===== src/rtl/mult_err_monitor_pkg.sv =====
// Shared types, default widths and the saturating accumulate helper
// for the approximate-multiplier error monitor.
package mult_err_pkg;

    localparam int unsigned OP_W_DEF  = 8;
    localparam int unsigned CNT_W_DEF = 20;
    localparam int unsigned SUM_W_DEF = 40;

    // Widest accumulator sat_add can handle.
    localparam int unsigned SAT_MAX_W = 64;

    typedef enum logic [1:0] {
        ST_IDLE  = 2'd0,
        ST_RUN   = 2'd1,
        ST_DRAIN = 2'd2,
        ST_DONE  = 2'd3
    } state_e;

    // Adds inc to acc and clamps at the all-ones value of a width-bit
    // accumulator. Operands are carried at 64 bits so one function
    // serves every accumulator width up to SAT_MAX_W.
    function automatic logic [63:0] sat_add(input logic [63:0] acc,
                                            input logic [63:0] inc,
                                            input int unsigned width);
        logic [64:0] sum;
        logic [64:0] lim;
        sum = {1'b0, acc} + {1'b0, inc};
        if (width >= SAT_MAX_W) begin
            lim = {1'b0, {64{1'b1}}};
        end else begin
            lim = (65'd1 << width) - 65'd1;
        end
        if (sum > lim) begin
            return lim[63:0];
        end
        return sum[63:0];
    endfunction

endpackage


===== src/rtl/mult_err_monitor_if.sv =====
// Sample stream from the multiplier under test into the monitor:
// operands, approximate product and a valid/ready handshake.
interface mult_err_monitor_if
    import mult_err_pkg::*;
#(
    parameter int unsigned OP_W = OP_W_DEF
) ();

    logic                in_valid;
    logic                in_ready;
    logic [OP_W-1:0]     in0;
    logic [OP_W-1:0]     in1;
    logic [2*OP_W-1:0]   approx;

    modport master (
        output in_valid,
        output in0,
        output in1,
        output approx,
        input  in_ready
    );

    modport slave (
        input  in_valid,
        input  in0,
        input  in1,
        input  approx,
        output in_ready
    );

endinterface


===== src/rtl/mult_err_monitor_stage.sv =====
// Two-stage error-distance datapath: S1 registers the exact product and
// the approximate product, S2 registers |exact - approx|.
module mult_err_stage
    import mult_err_pkg::*;
#(
    parameter int unsigned OP_W = OP_W_DEF
) (
    input  logic                clk,
    input  logic                rst_n,
    input  logic                accept_i,
    input  logic [OP_W-1:0]     in0_i,
    input  logic [OP_W-1:0]     in1_i,
    input  logic [2*OP_W-1:0]   approx_i,
    output logic                s1_valid_o,
    output logic                ed_valid_o,
    output logic [2*OP_W-1:0]   ed_o
);

    localparam int unsigned P_W = 2 * OP_W;

    logic             s1_valid_q;
    logic [P_W-1:0]   exact_q;
    logic [P_W-1:0]   approx_q;

    logic signed [P_W:0] diff;
    logic        [P_W:0] mag;
    logic [P_W-1:0]      ed_d;

    logic             ed_valid_q;
    logic [P_W-1:0]   ed_q;

    // S1: capture the exact product and the multiplier's result per accept.
    always_ff @(posedge clk or negedge rst_n) begin
        if (!rst_n) begin
            s1_valid_q <= 1'b0;
            exact_q    <= '0;
            approx_q   <= '0;
        end else begin
            s1_valid_q <= accept_i;
            if (accept_i) begin
                exact_q  <= P_W'(in0_i) * P_W'(in1_i);
                approx_q <= approx_i;
            end
        end
    end

    // Error distance: one-bit-wider signed difference, then magnitude.
    always_comb begin
        diff = $signed({1'b0, exact_q}) - $signed({1'b0, approx_q});
        mag  = '0;
        if (diff[P_W]) begin
            mag = -diff;
        end else begin
            mag = diff;
        end
        ed_d = mag[P_W-1:0];
    end

    // S2: register the error distance for the accumulators.
    always_ff @(posedge clk or negedge rst_n) begin
        if (!rst_n) begin
            ed_valid_q <= 1'b0;
            ed_q       <= '0;
        end else begin
            ed_valid_q <= s1_valid_q;
            if (s1_valid_q) begin
                ed_q <= ed_d;
            end
        end
    end

    assign s1_valid_o = s1_valid_q;
    assign ed_valid_o = ed_valid_q;
    assign ed_o       = ed_q;

endmodule


===== src/rtl/mult_err_monitor.sv =====
// Streaming error-metric accumulator for an approximate multiplier:
// counts samples and nonzero errors, sums and maxes the error distance
// over a programmed run length, then holds the results with done high.
module mult_err_monitor
    import mult_err_pkg::*;
#(
    parameter int unsigned OP_W  = OP_W_DEF,
    parameter int unsigned CNT_W = CNT_W_DEF,
    parameter int unsigned SUM_W = SUM_W_DEF
) (
    input  logic                 clk,
    input  logic                 rst_n,
    input  logic                 start_i,
    input  logic [CNT_W-1:0]     num_samples_i,
    mult_err_monitor_if.slave    s_if,
    output logic                 busy_o,
    output logic                 done_o,
    output logic [CNT_W-1:0]     sample_cnt_o,
    output logic [CNT_W-1:0]     err_cnt_o,
    output logic [SUM_W-1:0]     err_sum_o,
    output logic [2*OP_W-1:0]    err_max_o
);

    localparam int unsigned P_W = 2 * OP_W;

    state_e            state_q;
    logic [CNT_W-1:0]  target_q;
    logic [CNT_W-1:0]  acc_cnt_q;
    logic              in_ready_q;
    logic              busy_q;
    logic              done_q;

    logic              accept;
    logic              start_ok;
    logic              last_accept;

    logic              s1_valid;
    logic              ed_valid;
    logic [P_W-1:0]    ed;

    logic [CNT_W-1:0]  sample_cnt_q, sample_cnt_d;
    logic [CNT_W-1:0]  err_cnt_q,    err_cnt_d;
    logic [SUM_W-1:0]  err_sum_q,    err_sum_d;
    logic [P_W-1:0]    err_max_q,    err_max_d;

    assign accept      = s_if.in_valid && in_ready_q;
    assign start_ok    = start_i && ((state_q == ST_IDLE) || (state_q == ST_DONE));
    assign last_accept = (acc_cnt_q + CNT_W'(1)) == target_q;

    assign s_if.in_ready = in_ready_q;

    mult_err_stage #(
        .OP_W (OP_W)
    ) u_stage (
        .clk        (clk),
        .rst_n      (rst_n),
        .accept_i   (accept),
        .in0_i      (s_if.in0),
        .in1_i      (s_if.in1),
        .approx_i   (s_if.approx),
        .s1_valid_o (s1_valid),
        .ed_valid_o (ed_valid),
        .ed_o       (ed)
    );

    // Run control FSM; in_ready/busy/done are registered from the next state.
    // DRAIN exits once S1 is empty: the last sample then sits in S2 and is
    // folded into the results on the same edge that raises done.
    always_ff @(posedge clk or negedge rst_n) begin
        if (!rst_n) begin
            state_q    <= ST_IDLE;
            target_q   <= '0;
            acc_cnt_q  <= '0;
            in_ready_q <= 1'b0;
            busy_q     <= 1'b0;
            done_q     <= 1'b0;
        end else begin
            case (state_q)
                ST_IDLE, ST_DONE: begin
                    if (start_i) begin
                        target_q  <= num_samples_i;
                        acc_cnt_q <= '0;
                        if (num_samples_i == '0) begin
                            state_q    <= ST_DONE;
                            in_ready_q <= 1'b0;
                            busy_q     <= 1'b0;
                            done_q     <= 1'b1;
                        end else begin
                            state_q    <= ST_RUN;
                            in_ready_q <= 1'b1;
                            busy_q     <= 1'b1;
                            done_q     <= 1'b0;
                        end
                    end
                end
                ST_RUN: begin
                    if (accept) begin
                        acc_cnt_q <= acc_cnt_q + CNT_W'(1);
                        if (last_accept) begin
                            state_q    <= ST_DRAIN;
                            in_ready_q <= 1'b0;
                        end
                    end
                end
                ST_DRAIN: begin
                    if (!s1_valid) begin
                        state_q <= ST_DONE;
                        busy_q  <= 1'b0;
                        done_q  <= 1'b1;
                    end
                end
                default: begin
                    state_q    <= ST_IDLE;
                    in_ready_q <= 1'b0;
                    busy_q     <= 1'b0;
                    done_q     <= 1'b0;
                end
            endcase
        end
    end

    // Next result values: cleared by an accepted start, else fold in S2.
    always_comb begin
        sample_cnt_d = sample_cnt_q;
        err_cnt_d    = err_cnt_q;
        err_sum_d    = err_sum_q;
        err_max_d    = err_max_q;
        if (start_ok) begin
            sample_cnt_d = '0;
            err_cnt_d    = '0;
            err_sum_d    = '0;
            err_max_d    = '0;
        end else if (ed_valid) begin
            sample_cnt_d = sample_cnt_q + CNT_W'(1);
            if (ed != '0) begin
                err_cnt_d = err_cnt_q + CNT_W'(1);
            end
            err_sum_d = SUM_W'(sat_add(64'(err_sum_q), 64'(ed), SUM_W));
            if (ed > err_max_q) begin
                err_max_d = ed;
            end
        end
    end

    // Result registers.
    always_ff @(posedge clk or negedge rst_n) begin
        if (!rst_n) begin
            sample_cnt_q <= '0;
            err_cnt_q    <= '0;
            err_sum_q    <= '0;
            err_max_q    <= '0;
        end else begin
            sample_cnt_q <= sample_cnt_d;
            err_cnt_q    <= err_cnt_d;
            err_sum_q    <= err_sum_d;
            err_max_q    <= err_max_d;
        end
    end

    assign busy_o       = busy_q;
    assign done_o       = done_q;
    assign sample_cnt_o = sample_cnt_q;
    assign err_cnt_o    = err_cnt_q;
    assign err_sum_o    = err_sum_q;
    assign err_max_o    = err_max_q;

endmodule


===== src/flat_wrapper.sv =====
// flat-port wrapper written by rule: the top's interface ports become plain ports
module mult_err_monitor_flat import mult_err_pkg::*;
#(
    parameter int unsigned OP_W  = OP_W_DEF,
    parameter int unsigned CNT_W = CNT_W_DEF,
    parameter int unsigned SUM_W = SUM_W_DEF
)
  (clk, rst_n, start_i, num_samples_i, busy_o, done_o, sample_cnt_o, err_cnt_o, err_sum_o, err_max_o, s_if_in_valid, s_if_in0, s_if_in1, s_if_approx, s_if_in_ready);
  mult_err_monitor_if #(.OP_W(OP_W)) s_if_i ();
  input  logic clk;
  input  logic rst_n;
  input  logic start_i;
  input  logic [CNT_W-1:0] num_samples_i;
  output logic busy_o;
  output logic done_o;
  output logic [CNT_W-1:0] sample_cnt_o;
  output logic [CNT_W-1:0] err_cnt_o;
  output logic [SUM_W-1:0] err_sum_o;
  output logic [2*OP_W-1:0] err_max_o;
  input wire logic [$bits(s_if_i.in_valid)-1:0] s_if_in_valid;
  input wire logic [$bits(s_if_i.in0)-1:0] s_if_in0;
  input wire logic [$bits(s_if_i.in1)-1:0] s_if_in1;
  input wire logic [$bits(s_if_i.approx)-1:0] s_if_approx;
  output wire logic [$bits(s_if_i.in_ready)-1:0] s_if_in_ready;
  assign s_if_i.in_valid = s_if_in_valid;
  assign s_if_i.in0 = s_if_in0;
  assign s_if_i.in1 = s_if_in1;
  assign s_if_i.approx = s_if_approx;
  assign s_if_in_ready = s_if_i.in_ready;
  mult_err_monitor #(.OP_W(OP_W), .CNT_W(CNT_W), .SUM_W(SUM_W)) u_core (.clk(clk), .rst_n(rst_n), .start_i(start_i), .num_samples_i(num_samples_i), .s_if(s_if_i), .busy_o(busy_o), .done_o(done_o), .sample_cnt_o(sample_cnt_o), .err_cnt_o(err_cnt_o), .err_sum_o(err_sum_o), .err_max_o(err_max_o));
endmodule

===== config.mk =====
export PLATFORM = sky130hd
export DESIGN_NAME = mult_err_monitor_flat
export DESIGN_NICKNAME = d
export VERILOG_FILES = /design/src/rtl/mult_err_monitor_pkg.sv /design/src/rtl/mult_err_monitor_if.sv /design/src/rtl/mult_err_monitor_stage.sv /design/src/rtl/mult_err_monitor.sv /design/src/flat_wrapper.sv
export SDC_FILE = /design/constraint.sdc
export NUM_CORES = 1
export LEC_CHECK = 0
export CAP_MARGIN = 30
export CORE_MARGIN = 2
export CORE_UTILIZATION = 25
export DETAILED_ROUTE_END_ITERATION = 8
export SETUP_SLACK_MARGIN = 0.15
export SLEW_MARGIN = 20
export SYNTH_ARGS = -nofsm -noshare
export SYNTH_HDL_FRONTEND = slang
export SYNTH_SLANG_ARGS = --single-unit
export TNS_END_PERCENT = 1

===== constraint.sdc =====
create_clock -name clk -period 3 [get_ports clk]
set_input_delay 0.6 -clock clk [delete_from_list [all_inputs] [get_ports clk]]
set_output_delay 0.6 -clock clk [all_outputs]
set_load 0.01 [all_outputs]

## Yosys cells after proc, flatten, opt, wreduce, memory -nomap -nowiden

Cells that the tools add are included.

- Latch bits: 0
- Bits of input ports: 56
- Memory bits (read-only): 0
- RAM bits: 0
- Register bits: 191
- Memories: 0

- Reduce and logical (&&, ||, !) cells: 19
- Multiplexer cells: 38
- Magnitude comparators: 2
- Add/subtract/negate cells: 6
- Shift operators: 0
- Div/mod/pow operators: 0
- Multipliers: 1
- Eq/ne operators: 8
- Bitwise operators: 0

Operators with widths:

| kind | number |
|---|---|
| $mux 40 | 4 |
| $mux 20 | 7 |
| $mux 65 | 2 |
| $gt 41x65->1 | 1 |
| $mux 16 | 4 |
| $add 20x1->20 const B | 3 |
| $add 40x16->41 | 1 |
| $pmux 20 s2 | 1 |
| $eq 20x20->1 | 1 |
| $logic_not 20->1 | 1 |
| $sub 16x16->17 | 1 |
| $gt 16x16->1 | 1 |
| $mul 8x8->16 | 1 |
| $neg 16->16 | 1 |
| $reduce_bool 16->1 | 1 |
| $mux 1 | 11 |
| $mux 2 | 5 |
| $reduce_bool 2->1 | 5 |
| $reduce_and 4->1 | 2 |
| $ne 2x2->1 const B | 3 |
| $pmux 1 s2 | 3 |
| $pmux 2 s3 | 1 |
| $reduce_and 2->1 | 3 |
| $reduce_and 3->1 | 2 |
| other kinds (7) | 9 |

## Longest topological paths before layout

Gate-level depths: netlist of run 1.

- Word-level depth: 11
- Gate-level depth with buffers: 18
- Gate-level depth less buffers: 18

## Cells and area by module

From an unflattened synthesis of run 1, not the netlist that was laid out.

- Cell total of the unflattened synthesis: 1539
- Area, all modules: 13779.5 um^2

By module, submodules not included:

| module | times used | cells an instance | area each (um^2) |
|---|---|---|---|
| mult_err_monitor | 1 | 965 | 8579.5 |
| mult_err_stage | 1 | 574 | 5200.0 |

## Worst setup path after synthesis of run 1

OpenSTA, ideal clock, no wires.

- Kind: input to register
- From: in s_if_in1[4]
- To: reg u_core.u_stage.exact_q[15]
- Data required time: 2.870 ns
- Library setup time: 0.130 ns
- Stages: 18
- Arrival time: 4.203 ns
- Setup slack: -1.333 ns
- Path buffers: 0
- Path through: and2_1 fa_1 inv_1 fa_1 inv_1 fa_1 inv_1 fa_1 inv_1 ha_1 inv_1 a21oi_1 o21ai_0 a21oi_1 a41oi_1 a21oi_1 xnor2_1 o21ai_0

- Longest elaborated chain between the ends: 1

RTL lines:

| element | RTL line | text |
|---|---|---|
| start: declaration | flat_wrapper.sv:22 | `input wire logic [$bits(s_if_i.in1)-1:0] s_if_in1;` |
| $mul 8x8->16 | mult_err_monitor_stage.sv:41 | `exact_q <= P_W'(in0_i) * P_W'(in1_i);` |
| end signal: assignment | mult_err_monitor_stage.sv:41 |  |
| end: declaration | mult_err_monitor_stage.sv:22 | `logic [P_W-1:0] exact_q;` |

Every way passes these cells.
A chain may end at the register's enable or synchronous reset.

## Worst setup path after layout of run 1

- From: in s_if_in0[5]
- To: reg u_core.u_stage.exact_q[15]

- Longest elaborated chain between the ends: 1

RTL lines:

| element | RTL line | text |
|---|---|---|
| start: declaration | flat_wrapper.sv:21 | `input wire logic [$bits(s_if_i.in0)-1:0] s_if_in0;` |
| $mul 8x8->16 | mult_err_monitor_stage.sv:41 |  |

Every way passes these cells.

==> results of run 1 <==
## worst max-delay path, cell delays in order
cell	delay, ps
buf_2	120
and2_4	160
fa_1	520
inv_1	50
fa_1	480
inv_1	50
fa_1	480
inv_1	50
fa_1	490
inv_2	50
ha_4	270
inv_4	40
a21oi_4	130
o21ai_2	80
a21oi_2	180
a41oi_2	150
a21oi_2	180
xnor2_1	130
o21ai_1	90
## cells in the final DEF, fill, tap and decap left out, types with 20 or more instances in the layout
cell / instances
a21oi_1: 64
a31oi_1: 25
and2_1: 46
and3_1: 21
buf_4: 108
clkdlybuf4s50_1: 137
dfrtp_1: 187
fa_1: 32
ha_1: 83
inv_1: 125
mux2i_1: 24
nand2_1: 183
nand3_1: 33
nand4_1: 20
nor2_1: 107
nor3_1: 22
o21ai_0: 84
xnor2_1: 43
xor2_1: 60
## what timing repair did
item	CTS	global route
buffers inserted	0	1
setup endpoints to repair	80	66
gates cloned	0	0
pin swaps	34	42
resized for setup	95	56
## cell type report
cell class                 count  area, um^2  area share, %
sequential                   191        4780           27.5
tap                          688         861           4.95
inverter                     128         483           2.78
clock inverter                 9         123          0.705
clock buffer                  23         468           2.69
timing repair buffer         271        2440           14.0
multi-input combinational   1112        8230           47.3
## routing by layer
layer  vias to the layer above  GRT usage (%)  routed length [um]
met4                         0           3.93                 565
met2                       214           22.3               17500
met3                        36           3.57                1930
met1                      5512           18.5               17800
li1                       5590              -                   -
met5                         -              0                   0
## power by group through the flow
stage	Combinational (mW)	Sequential, mW	Clock, mW
after floorplan	0.760	2.62	0
after global placement	1.27	2.62	0
after detailed placement	1.29	2.62	0
after CTS	1.43	2.57	2.47
after global routing	1.71	2.57	2.57
final	1.51	2.57	2.39
## cell families after synthesis
group	Yosys count	synth area share [%]
compound gates	324	15.6
xor+xnor	106	7.05
fa+ha+maj	129	14.3
buf+inv	183	5.41
flops	191	36.0
mux	30	2.32
simple gates	523	19.4
## per-stage QoR
step / setup TNS, ps / power (mW)
after global placement: -19960 / 3.90
after floorplan: -8880 / 3.38
after global routing: -9320 / 6.85
after detailed placement: -20870 / 3.91
final: -6880 / 6.47
after CTS: -6620 / 6.47
## registers in the layout, indices dropped and copies added (netlist names)
register                   flops
u_core.u_stage.ed_o           16
u_core.acc_cnt_q              20
u_core.target_q               20
u_core.busy_o                  1
u_core.state_q                 2
u_core.err_sum_o              40
u_core.err_max_o              16
u_core.u_stage.exact_q        16
u_core.err_cnt_o              20
u_core.u_stage.ed_valid_o      1
u_core.sample_cnt_o           20
u_core.done_o                  1
u_core.u_stage.approx_q       16
u_core.s_if.in_ready           1
u_core.u_stage.s1_valid_o      1
## path summary, 6_finish.rpt
| check | from | to | slack (ps) | cells past startpoint |
|---|---|---|---|---|
| worst max register to register | u_core.u_stage.exact_q[0] | u_core.u_stage.ed_o[15] | -30 | 13 |
| min in group clk | u_core.u_stage.exact_q[8] | u_core.u_stage.exact_q[8] | 500 | 2 |
| worst max-delay path | s_if_in0[5] | u_core.u_stage.exact_q[15] | -920 | 19 |
| max in group asynchronous | rst_n | u_core.err_max_o[0] | 2150 | 2 |
| worst min-delay path | rst_n | u_core.err_sum_o[29] | 50 | 1 |
| worst min register to register | u_core.u_stage.exact_q[8] | u_core.u_stage.exact_q[8] | 500 | 2 |
==> results.md, run 1 <==
- The flow ran to the end, but the final reports show violations.
- The final reports fail on setup timing.
- Subtracting the final worst setup slack from the clock period gives 3920 ps.
- Registers are responsible for 39.7% of the overall power.
- The share of the cycle needed by the critical path after routing is 131%.
- Relative to the synthesized area, the layout overhead comes to 30.9%.
- The clock latency on the worst-skew pair is 490 ps.
- The HPWL reported at the end of detailed placement is 28700 um.
- The net switching power of the design is 1.85 mW.
- The nature of the critical path startpoint is an input port.
- The required time at the worst-slack endpoint is 3370 ps.
- The pre-antenna-repair detailed-routing pass consisted of 4 iterations.
- After detailed routing, the average wire length per cell comes to 15.6 um.
- The placed instances occupy a cell area of 16400 um^2.
- For this block, the via count after detailed routing is 11352.
- The core occupancy in the finished layout is 33.1%.
- The number of antenna violations at the first check in global routing is 0.
- The routability congestion estimate is 0.872.
- The final setup violation count is 11.
- The wire length of the first global-routing pass is 60000 um.
- The count of pins over their slew limit is 0.
- Entering global routing, the biggest net connects 86 pins.
- The worst setup path is of the in -> reg kind.
- The final cell count without fillers is 2422.
- The leading register cell type out of synthesis is dfrtp_1.
- The die is 235 um wide.
- The power density normalized to cell area is 372 nW/um^2.
- The routed wire length is 37800 um.
- The number of nets in the layout is 1906.
- The count of mapped cells out of synthesis is 1486.
- In this run, synthesis inferred 0 flip-flops with an integrated enable.
- The total non-filler cell area in the finished layout is 17400 um^2.
- The largest total area in the synthesized netlist belongs to dfrtp_1.
- Fill cells in the final layout number 5419.
- The clock share of power is 36.9%.
- The effective utilization at floorplan is 25.3%.
- The number of distinct library cells after synthesis is 77.
- The top-level port count is 155.
- The type of destination of the critical path is a flop.
- The maximum clock insertion buffer count is 2.
- Summed over all cells, the static leakage comes to 7.97 nW.
- The fraction of layout instances using a drive strength above 1 is 16.4%.
- The type of the worst min-delay path is in -> async.
- The worst slack at placement is -1970 ps.
- The height of the chip is 235 um.
- The CTS buffer count is 17.
- The number of hold-repair buffers added at the cts stage is 0.
- The worst path arrival time is 4290 ps.
- The first routing iteration left 648 violations.
- The sequential-to-total area share from yosys stat is 36.0%.
- The number of antenna diodes in the final layout is 0.
- The peak clock frequency supported by timing is 0.255 GHz.
- The switching power share of the total is 28.6%.
- After synthesis, the cell types taking the most area are dfrtp_1 36%, ha_1 8.6%, fa_1 5.7%.
- The CTS sink count is 191.
- The initialized floorplan defines 84 standard-cell rows.
- The overflow left after global routing is 0.
- In the synthesized netlist, the cells that appear most often are 191 x dfrtp_1, 183 x nand2_1, 128 x inv_1, 110 x nor2_1.
- After detailed routing, the number of remaining DRC violations is 0.
- The highest ir drop seen on vdd is 404 uV.
- The combinational power share is 23.4%.
- Setup repair after global routing could not meet its margin everywhere.
- Along the worst path, the maximum fanout reaches 3.
- The post-detailed-route count of antenna-violating nets is 0.
- In this run the biggest area consumer among cell types represents 36.0% of the synthesized area.
- The clock tree root buffer cell is clkbuf_16.
- The clock arrives with 11.1 ps of skew.
- The Yosys step of the flow raised 0 warnings.
- The hold violation total from the final report is 0.
- The count of maximum capacitance violations is 0.
- The mean area per synthesized cell is 8.94 um^2.
- The H-tree generated during clock tree synthesis spans 4 levels.
- Including well taps, the total number of placed cells is 2389.
- The clock slew at the register clock pins of the worst setup and hold paths is 70 ps.
- The actual slew at the worst max-slew pin is 765 ps.
- The floorplan step defined a die boundary enclosing 55000 um^2.
- The worst slew slack as a fraction of its limit is 49.0%.
- The number of nets in the synthesized netlist is 1671.
- Of all flip-flops after synthesis, the portion carrying an async set or reset was 100%.
- In the post-route analysis, the smallest setup slack over all paths is -924 ps.
- Cell internal power was estimated by the tool at 4.62 mW.
- The overall track demand over capacity in global routing is 13.9%.
- The register bit total from synthesis is 191.
- Using the TritonRoute via totals, the vias-per-cell ratio works out to 4.69.
- Final hold analysis gives a worst-case slack of 52.7 ps.
- By instance count, the leading cell after synthesis is dfrtp_1.
- The total area inside the core boundary comes to 52600 um^2.
- TritonCTS built the clock tree.
- The via count of the first global-routing pass is 11324.
- The cell area after synthesis is 13300 um^2.
- The count of buffers inserted at the top-level ports is 154.
(Power assumes the default switching activity.)
==> run 2, diff against run 1 <==
--- a/config.mk
+++ b/config.mk
@@ -6,6 +6,7 @@
 export NUM_CORES = 1
 export LEC_CHECK = 0
 export CAP_MARGIN = 30
+export CORE_ASPECT_RATIO = 1.5
 export CORE_MARGIN = 2
 export CORE_UTILIZATION = 25
 export DETAILED_ROUTE_END_ITERATION = 8
==> run 2 against run 1 <==
  * The run still ends with setup timing left
  * Critical path depth did not move
  * Register-to-register slack improved by 120 ps
  * Via count up 0.12%
  * Sequential power is essentially flat
  * Design area fell by 0.94%
==> results.md, run 2 (same netlist as run 1, synthesis figures left out) <==
- The final clock skew was 11.0 ps (was 11.1 ps).
- The wire length of the first global-routing pass came to 60700 um (was 60000 um).
- The area of the multi-input gates is 8120 um^2 (was 8230 um^2).
- The overall power after layout is 6.22 mW (was 6.47 mW).
- The cell area reported after detailed placement is 16400 um^2 (about the same).
- The worst reg-to-reg setup slack is 90 ps (was -30 ps).
- The height of the chip is 286 um (was 235 um).
- The most common cell after layout, fill and taps aside is dfrtp_1 (unchanged).
- The type of destination of the critical path was a flop (unchanged).
- The clock tree root buffer cell was clkbuf_16 (unchanged).
- RSZ-0062 raised after global routing: yes (unchanged).
- The pin count of the biggest net entering global routing is 88 (was 86).
- The worst reg-to-reg path cell count is 13 (unchanged).
- The via-per-instance ratio was 4.71 (was 4.69).
- The area of the core is 52600 um^2 (about the same).
- The number of levels in the clock H-tree is 4 (unchanged).
- The hold violation total from the final report is 0 (unchanged).
- The highest ir drop seen on vdd is 404 uV (about the same).
- Result of the run: finished with violations (unchanged).
- The worst slew slack as a fraction of its limit was 52.3% (was 49.0%).
- The final setup violation count was 10 (was 11).
- The power density normalized to cell area is 361 nW/um^2 (was 372 nW/um^2).
- Leading cell types in the layout, fill and taps excluded: 189 x dfrtp_1, 180 x nand2_1, 137 x clkdlybuf4s50_1 (was 187 x dfrtp_1, 183 x nand2_1, 137 x clkdlybuf4s50_1).
- The overall die area was 55000 um^2 (about the same).
- The via total after detailed routing is 11366 (was 11352).
- The clock latency on the worst-skew pair is 450 ps (was 490 ps).
- The routability congestion estimate is 0.894 (was 0.872).
- The clock slew at the register clock pins of the worst setup and hold paths was 70 ps (about the same).
- The minimum period implied by the final worst setup slack is 3980 ps (was 3920 ps).
- The maximum clock insertion buffer count is 2 (unchanged).
- The count of buffers inserted at the top-level ports is 154 (unchanged).
- The static leakage power is 7.91 nW (was 7.97 nW).
- The overflow left after global routing is 0 (unchanged).
- The worst setup slack after layout came to -981 ps (was -924 ps).
- The post-detailed-route wirelength per cell is 15.6 um (about the same).
- The worst path arrival time was 4320 ps (was 4290 ps).
- The total non-filler cell area in the finished layout was 17200 um^2 (was 17400 um^2).
- The type of the worst min-delay path is in -> async (unchanged).
- The number of antenna violations at the first check in global routing is 3 (was 0).
- The peak clock frequency supported by timing is 0.251 GHz (was 0.255 GHz).
- The number of cell rows is 103 (was 84).
- The effective utilization at floorplan is 25.3% (about the same).
- The DRC violation count after routing came to 0 (unchanged).
- The number of detailed-route iterations in the first pass came to 7 (was 4).
- The count of pins over their slew limit was 0 (unchanged).
- The routed wire length is 37600 um (was 37800 um).
- The CTS buffer count is 17 (unchanged).
- The top-level port count is 155 (unchanged).
- The path type of the worst setup path is in -> reg (unchanged).
- The via count of the first global-routing pass is 11849 (was 11324).
- The number of flip-flops under the largest register name is 40 (unchanged).
- The number of hold-repair buffers added at the cts stage is 0 (unchanged).
- The count of maximum capacitance violations is 0 (unchanged).
- The TritonCTS clock tree is built (unchanged).
- The overall track demand over capacity in global routing is 13.8% (was 13.9%).
- The fraction of layout instances using a drive strength above 1 came to 15.5% (was 16.4%).
- The flip-flop and latch area was 4780 um^2 (about the same).
- The highest net fanout along the worst path is 4 (was 3).
- The required time at the worst-slack endpoint is 3340 ps (was 3370 ps).
- The share of the cycle needed by the critical path after routing is 133% (was 131%).
- The core occupancy in the finished layout is 32.8% (was 33.1%).
- The filler cell count is 5505 (was 5419).
- The signed area change from the synthesized netlist to the final layout came to 29.7% (was 30.9%).
- The HPWL reported at the end of detailed placement is 29300 um (was 28700 um).
- Violated checks: setup timing (unchanged).
- The number of violations reported at the end of detailed-routing iteration 0 is 443 (was 648).
- The actual slew at the worst max-slew pin is 710 ps (was 765 ps).
- The number of nets in the layout is 1902 (was 1906).
- The post-detailed-route count of antenna-violating nets is 0 (unchanged).
- The CTS sink count is 191 (unchanged).
- The nature of the critical path startpoint was an input port (unchanged).
- The width of the die came to 192 um (was 235 um).
run 2: per-layer routing:
metal | GRT usage [%] | wire length (um) | vias up
li1 | - | - | 5584
met1 | 15.4 | 15000 | 5514
met2 | 25.8 | 20000 | 206
met3 | 2.41 | 1490 | 58
met4 | 4.98 | 990 | 4
met5 | 0 | 26 | -
run 2: worst max-delay path, stage by stage:
cell and delay [ps]:
buf_8 100, and2_4 150, fa_1 540, inv_2 40, fa_1 510, inv_2 40, fa_1 490, inv_2 40
fa_1 510, inv_2 40, ha_4 260, inv_4 40, a21oi_4 120, o21ai_2 90, a21oi_2 170, a41oi_2 160
a21oi_2 190, xnor2_1 130, o21ai_1 80
run 2: path summary, 6_finish.rpt:
| check | startpoint | endpoint |
|---|---|---|
| min | rst_n | u_core.err_sum_o[29] |
| min reg2reg | u_core.u_stage.exact_q[9] | u_core.u_stage.exact_q[9] |
| max | s_if_in0[4] | u_core.u_stage.exact_q[15] |
| min in group clk | u_core.u_stage.exact_q[9] | u_core.u_stage.exact_q[9] |
| max in group asynchronous | rst_n | u_core.err_cnt_o[1] |
| max reg2reg | u_core.u_stage.exact_q[0] | u_core.u_stage.ed_o[15] |
run 2: metrics by stage:
stage	instances	TNS, ps	hold slack [ps]	worst slack, ps
3_5_place_dp	2379	-19810	481	-1940
6_report	2412	-6750	68.9	-981
4_1_cts	2410	-9000	73.1	-959
5_1_grt	2411	-8820	71.7	-1070
3_3_place_gp	2379	-19630	477	-1950
2_1_floorplan	1486	-8880	304	-1140
run 2: area by class of cell:
class | instances | share of cell area [%]
multi-input cells | 1112 | 47.1
flip-flops and latches | 191 | 27.8
repair buffers | 267 | 14.1
well taps | 682 | 4.95
inverters | 128 | 2.80
clock buffers | 23 | 2.72
clock inverters | 8 | 0.487
diodes | 1 | 0.0145
run 2: repair_timing:
action | in CTS | in global routing
pin swaps | 18 | 44
gates resized for setup | 68 | 77
buffers inserted | 0 | 1
setup endpoints to repair | 51 | 72
run 2: power by group:
part / total, mW / internal [mW] / switching, mW / leakage [nW]
Sequential: 2.57 / 2.57 / 0 / 2.25
Clock: 2.21 / 1.19 / 1.03 / 0.260
Combinational: 1.43 / 0.721 / 0.710 / 5.40
